**src/rtl/shift_in_collector_pkg.sv**
```systemverilog
// ----------------------------------------------------------------------------
// shift_in_collector_pkg
//   Shared definitions for the serial-to-parallel collector:
//     WIDTH_DEFAULT    default word length (matches the paired shift_out)
//     collect_state_t  IDLE (no bits gathered) / COLLECT (partial word)
//     buf_state_t      EMPTY / FULL state of the single-word output buffer
// ----------------------------------------------------------------------------
package shift_in_collector_pkg;

   localparam int WIDTH_DEFAULT = 3;

   typedef enum logic {
      IDLE    = 1'b0,
      COLLECT = 1'b1
   } collect_state_t;

   typedef enum logic {
      EMPTY = 1'b0,
      FULL  = 1'b1
   } buf_state_t;

endpackage : shift_in_collector_pkg

```
**src/rtl/shift_in_collector_bit_counter.sv**
```systemverilog
// ----------------------------------------------------------------------------
// bit_counter
//   Modulo-MODULUS counter of sampled bits.
//   Ports:
//     clk    clock, rising edge
//     rst_n  asynchronous active-low reset (count -> 0)
//     en     count one bit this edge
//     clr    synchronous clear; when combined with en the counted bit is the
//            first of a fresh sequence
//     count  current count, 0..MODULUS-1
//     wrap   combinational: this edge's counted bit completes a word
// ----------------------------------------------------------------------------
module bit_counter #(
   parameter int MODULUS = 3
) (
   input  logic                             clk,
   input  logic                             rst_n,
   input  logic                             en,
   input  logic                             clr,
   output logic [$clog2(MODULUS+1)-1:0]     count,
   output logic                             wrap
);

   localparam int CW = $clog2(MODULUS + 1);
   localparam logic [CW-1:0] LAST = CW'(MODULUS - 1);

   logic [CW-1:0] count_reg;
   logic [CW-1:0] count_next;
   logic [CW-1:0] start;

   // A clear restarts the count before the same-edge bit is counted, so
   // clr & en leaves count=1 (or wraps immediately when MODULUS=1).
   always_comb begin
      start      = clr ? '0 : count_reg;
      wrap       = en && (start == LAST);
      count_next = start;
      if (en) begin
         count_next = wrap ? '0 : start + 1'b1;
      end
   end

   always_ff @(posedge clk or negedge rst_n) begin
      if (!rst_n) begin
         count_reg <= '0;
      end else begin
         count_reg <= count_next;
      end
   end

   assign count = count_reg;

endmodule : bit_counter

```
**src/rtl/shift_in_collector.sv**
```systemverilog
// ----------------------------------------------------------------------------
// shift_in_collector
//   Assembles LSB-first serial bits into WIDTH-bit words with a one-word
//   output buffer and a sticky overrun flag.
//   Ports:
//     clk         clock, rising edge
//     rst_n       asynchronous active-low reset
//     shift       bit-valid strobe; serial_in sampled when 1
//     serial_in   serial data, LSB first
//     sync        frame realign, discards any partial word
//     word_ready  consumer accepts the held word
//     clr_ovr     clears the sticky overrun flag
//     word        assembled parallel word
//     word_valid  word holds an unconsumed value
//     busy        partial word in progress
//     overrun     sticky, a completed word was dropped
// ----------------------------------------------------------------------------
module shift_in_collector
   import shift_in_collector_pkg::*;
#(
   parameter int WIDTH = WIDTH_DEFAULT
) (
   input  logic             clk,
   input  logic             rst_n,
   input  logic             shift,
   input  logic             serial_in,
   input  logic             sync,
   input  logic             word_ready,
   input  logic             clr_ovr,
   output logic [WIDTH-1:0] word,
   output logic             word_valid,
   output logic             busy,
   output logic             overrun
);

   localparam int CW = $clog2(WIDTH + 1);

   logic [CW-1:0]    count;
   logic             wrap;
   logic [WIDTH-1:0] sr_reg;
   logic [WIDTH-1:0] sr_next;
   logic [WIDTH-1:0] word_reg;
   logic             overrun_reg;
   logic             consume;
   collect_state_t   collect_state;
   buf_state_t       buf_state_reg;

   bit_counter #(
      .MODULUS (WIDTH)
   ) u_bit_counter (
      .clk   (clk),
      .rst_n (rst_n),
      .en    (shift),
      .clr   (sync),
      .count (count),
      .wrap  (wrap)
   );

   // New bits enter at the MSB and move down, so after WIDTH shifts the
   // first sampled bit sits in bit 0. For WIDTH=1 this degenerates to
   // sr_next = serial_in.
   for (genvar gi = 0; gi < WIDTH; gi++) begin : g_shift
      if (gi == WIDTH - 1) begin : g_msb
         assign sr_next[gi] = serial_in;
      end else begin : g_low
         assign sr_next[gi] = sr_reg[gi+1];
      end
   end

   // The collect state is a decode of the bit count.
   assign collect_state = (count != '0) ? COLLECT : IDLE;
   assign busy          = (collect_state == COLLECT);

   assign consume = (buf_state_reg == FULL) && word_ready;

   // Shift register, output buffer FSM, held word and overrun flag.
   // A completing word is accepted when the buffer is empty or is being
   // drained on the same edge; otherwise it is dropped and overrun set.
   always_ff @(posedge clk or negedge rst_n) begin
      if (!rst_n) begin
         sr_reg        <= '0;
         word_reg      <= '0;
         buf_state_reg <= EMPTY;
         overrun_reg   <= 1'b0;
      end else begin
         if (shift) begin
            sr_reg <= sr_next;
         end

         case (buf_state_reg)
            EMPTY: begin
               if (wrap) begin
                  word_reg      <= sr_next;
                  buf_state_reg <= FULL;
               end
            end
            FULL: begin
               if (wrap && word_ready) begin
                  word_reg <= sr_next;
               end else if (word_ready) begin
                  buf_state_reg <= EMPTY;
               end
            end
            default: buf_state_reg <= EMPTY;
         endcase

         // Set has priority over clear.
         if (wrap && (buf_state_reg == FULL) && !word_ready) begin
            overrun_reg <= 1'b1;
         end else if (clr_ovr) begin
            overrun_reg <= 1'b0;
         end
      end
   end

   assign word       = word_reg;
   assign word_valid = (buf_state_reg == FULL);
   assign overrun    = overrun_reg;

endmodule : shift_in_collector
```
**config.mk**
```make
export PLATFORM = sky130hd
export DESIGN_NAME = shift_in_collector
export DESIGN_NICKNAME = d
export VERILOG_FILES = /design/src/rtl/shift_in_collector_pkg.sv /design/src/rtl/shift_in_collector_bit_counter.sv /design/src/rtl/shift_in_collector.sv
export SDC_FILE = /design/constraint.sdc
export NUM_CORES = 1
export LEC_CHECK = 0
export ABC_AREA = 0
export CAP_MARGIN = 20
export CORE_AREA = 2 2 39 41
export DETAILED_ROUTE_END_ITERATION = 7
export DIE_AREA = 0 0 41 43
export MAX_ROUTING_LAYER = met4
export SLEW_MARGIN = 20
export SYNTH_ARGS = -nofsm -noshare
export SYNTH_HDL_FRONTEND = slang
export SYNTH_SLANG_ARGS = --single-unit
```
**constraint.sdc**
```tcl
create_clock -name clk -period 1.5 [get_ports clk]
set_input_delay 0.225 -clock clk [delete_from_list [all_inputs] [get_ports clk]]
set_output_delay 0.225 -clock clk [all_outputs]
set_load 0.05 [all_outputs]
```
==> impl_metrics.env, run 1 <==
export IMPL_cts_tree="done"
export IMPL_clock_latency_ns=0.26
export IMPL_period_share_pct=85.4
export IMPL_io_buffer_count=12
export IMPL_ff2ff_path_depth=3
export IMPL_r2r_end="word[0]"
export IMPL_antenna_found_initial=0
export IMPL_reg2reg_from="u_bit_counter.count[0]"
export IMPL_cts_resized=0
export IMPL_cpPeakStageDelay_ns=0.41
export IMPL_report_final_setup_viol=0
export IMPL_clk_pin_slew_worst_paths_ns=0.06
export IMPL_antenna_left=0
export IMPL_viasPerCell=4.35
export IMPL_fmaxAchievable_mhz=780
export IMPL_synth_area_per_cell_sq_um=13.9
export IMPL_wl_per_cell_um=11.5
export IMPL_grt_max_degree=10
export IMPL_crit_arrival_ns=1.06
export IMPL_status="finished clean"
export IMPL_drt_initial_drc_count=0
export IMPL_yosys_warnings=0
export IMPL_ios=13
export IMPL_cp_required_ns=1.27
export IMPL_irDropWorstVdd_mv=0.411
export IMPL_core_sq_um=1380
export IMPL_cts_root_buf="clkbuf_4"
export IMPL_drc=0
export IMPL_fin_util_pct=41.0
export IMPL_r2r_setup_slack_ns=0.22
export IMPL_place_area_sq_um=541
export IMPL_post_cts_buffers=0
export IMPL_min_path_type="input port to async pin"
export IMPL_die_w_um=41
export IMPL_path_cells="nor2_1 > inv_1 > buf_12"
export IMPL_rsz0062_at_grt="false"
export IMPL_finalNetCount=54
export IMPL_path_max_fanout=3
export IMPL_finClkSkew_ns=0.00770
export IMPL_grt_pass1_vias=303
export IMPL_stdcell_count=62
export IMPL_num_vias=270
export IMPL_cts_buffers_inserted=3
export IMPL_dp_final_hpwl_um=576
export IMPL_fin_crit_ns=1.28
export IMPL_power_density_nw_per_um2=1300
export IMPL_ys_ff_latch=9
export IMPL_grt_overflow=0
export IMPL_end_kind="output pin"
export IMPL_largest_reg_flops=3
export IMPL_slew_viol_final=0
export IMPL_synth_cells=28
export IMPL_critPathTopFamily="flip-flops"
export IMPL_clock_sinks=9
export IMPL_p_leak_uw=0.000282
export IMPL_globalplace_congestion=0.626
export IMPL_rows=14
export IMPL_dr_pass1_iters=1
export IMPL_grt_usage_pct=10.8
export IMPL_drive_above_1_share_pct=45.7
export IMPL_diodes=0
export IMPL_grt_pass1_wl_um=1210
export IMPL_final_area_sq_um=568
export IMPL_final_hold_viol_count=0
export IMPL_syn2layout_area_growth_pct=46.5
export IMPL_synth_cell_types=12
export IMPL_synth_nets=35
export IMPL_synth_seq_area_share_pct=58.1
export IMPL_critPathKind="register to output pin"
export IMPL_ctsHoldBuffers=0
export IMPL_die_area_sq_um=1760
export IMPL_initial_core_util_pct=28.0
export IMPL_power_uw=740
export IMPL_dp_cells=58
export IMPL_drv_cap=0
export IMPL_drt_wl_total_um=713
export IMPL_die_h_um=43
export IMPL_worst_slew_margin_rel_pct=73.5
export IMPL_startpoint_type="register"
export IMPL_synth_area_sq_um=388
export IMPL_h_tree_depth=1
export IMPL_setup_tns_ns=0
export IMPL_path_buf_inv=2
export IMPL_worst_pin_slew_ns=0.396
export IMPL_clk_path_buf_depth=2
export IMPL_crit_path_top_delay_cell="dfrtp_1"
==> logic make-up (layout without fill, tap and decap cells) <==
logic type | Yosys count | in the layout | share of synthesized area, %
flip-flops | 9 | 9 | 58.1
AND/OR/NAND/NOR | 8 | 8 | 15.5
multiplexers | 6 | 6 | 20.3
AO/OA/AOI/OAI | 3 | 3 | 4.19
buffers and inverters | 2 | 20 | 1.94
==> where the power goes <==
part           internal [uW]  switching [uW]  total (uW)  leakage, uW
clock                   98.1            84.1         182    0.0000177
combinational            109             144         253     0.000149
sequential               280            25.2         305     0.000115
==> worst max path at each step <==
stage                                       from      end  depth (start not counted)
after floorplan                       word_valid  word[0]                          3
after global placement                      sync  word[0]                          4
after detailed placement                    sync  word[0]                          4
after CTS                 u_bit_counter.count[1]     busy                          3
after global routing      u_bit_counter.count[1]     busy                          3
final                     u_bit_counter.count[1]     busy                          3
==> layout by cell type, fill, tap and decap left out <==
cell type | Yosys | final
nand2_1 | 2 | 2
nand2b_1 | 1 | 1
mux2_4 | 3 | 3
nand2b_4 | 1 | 1
buf_4 | 0 | 7
inv_1 | 2 | 2
nand4bb_2 | 1 | 1
or2b_2 | 1 | 1
o22ai_1 | 1 | 1
dfrtp_1 | 9 | 9
buf_12 | 0 | 1
clkinv_2 | 0 | 1
nor2_1 | 2 | 2
mux2_2 | 3 | 3
o21ai_0 | 2 | 2
clkdlybuf4s50_1 | 0 | 6
clkbuf_4 | 0 | 3
==> worst register-to-register path, delay by kind of cell (launching register included) <==
family	cells	cell delay (ns)
flip-flops	1	0.41
multiplexers	1	0.29
AND/OR/NAND/NOR	2	0.45
==> Yosys cell counts <==
cell type | number | area, sq um
inv_1 | 2 | 7.51
mux2_2 | 3 | 33.8
or2b_2 | 1 | 8.76
nand4bb_2 | 1 | 16.3
nand2_1 | 2 | 7.51
nor2_1 | 2 | 7.51
nand2b_1 | 1 | 6.26
mux2_4 | 3 | 45.0
o21ai_0 | 2 | 10.0
nand2b_4 | 1 | 13.8
dfrtp_1 | 9 | 225
o22ai_1 | 1 | 6.26
==> per-layer routing <==
metal | share of wire [%] | GRT usage, % | vias to the layer above
met2 | 49 | 15.3 | 10
li1 | - | - | 132
met1 | 41 | 12.3 | 126
met4 | 0.98 | 8.00 | 0
met3 | 8.8 | 3.14 | 2
met5 | 0 | - | -
==> final cells by class <==
type                    instances  area (sq um)
clock buffers                   3          22.5
clock inverters                 1          5.00
fillers                       134           816
inverters                       2          7.51
multi-input cells              17           155
flip-flops and latches          9           225
well taps                      16          20.0
repair buffers                 14           133
==> through the flow <==
stage,hold WS [ns],setup WS [ns]
final,0.253,0.219
after global routing,0.282,0.123
after CTS,0.258,0.203
after detailed placement,0.498,-0.0319
after global placement,0.489,-0.000409
after floorplan,-0.0706,0.0114
Power figures use the tool's default switching activity.
==> inputs of run 2 (changes only) <==
HOLD_SLACK_MARGIN = 0.1   (was unset)
==> results of run 2 <==
The final DEF is identical to that of run 1; final timing and power are the same.
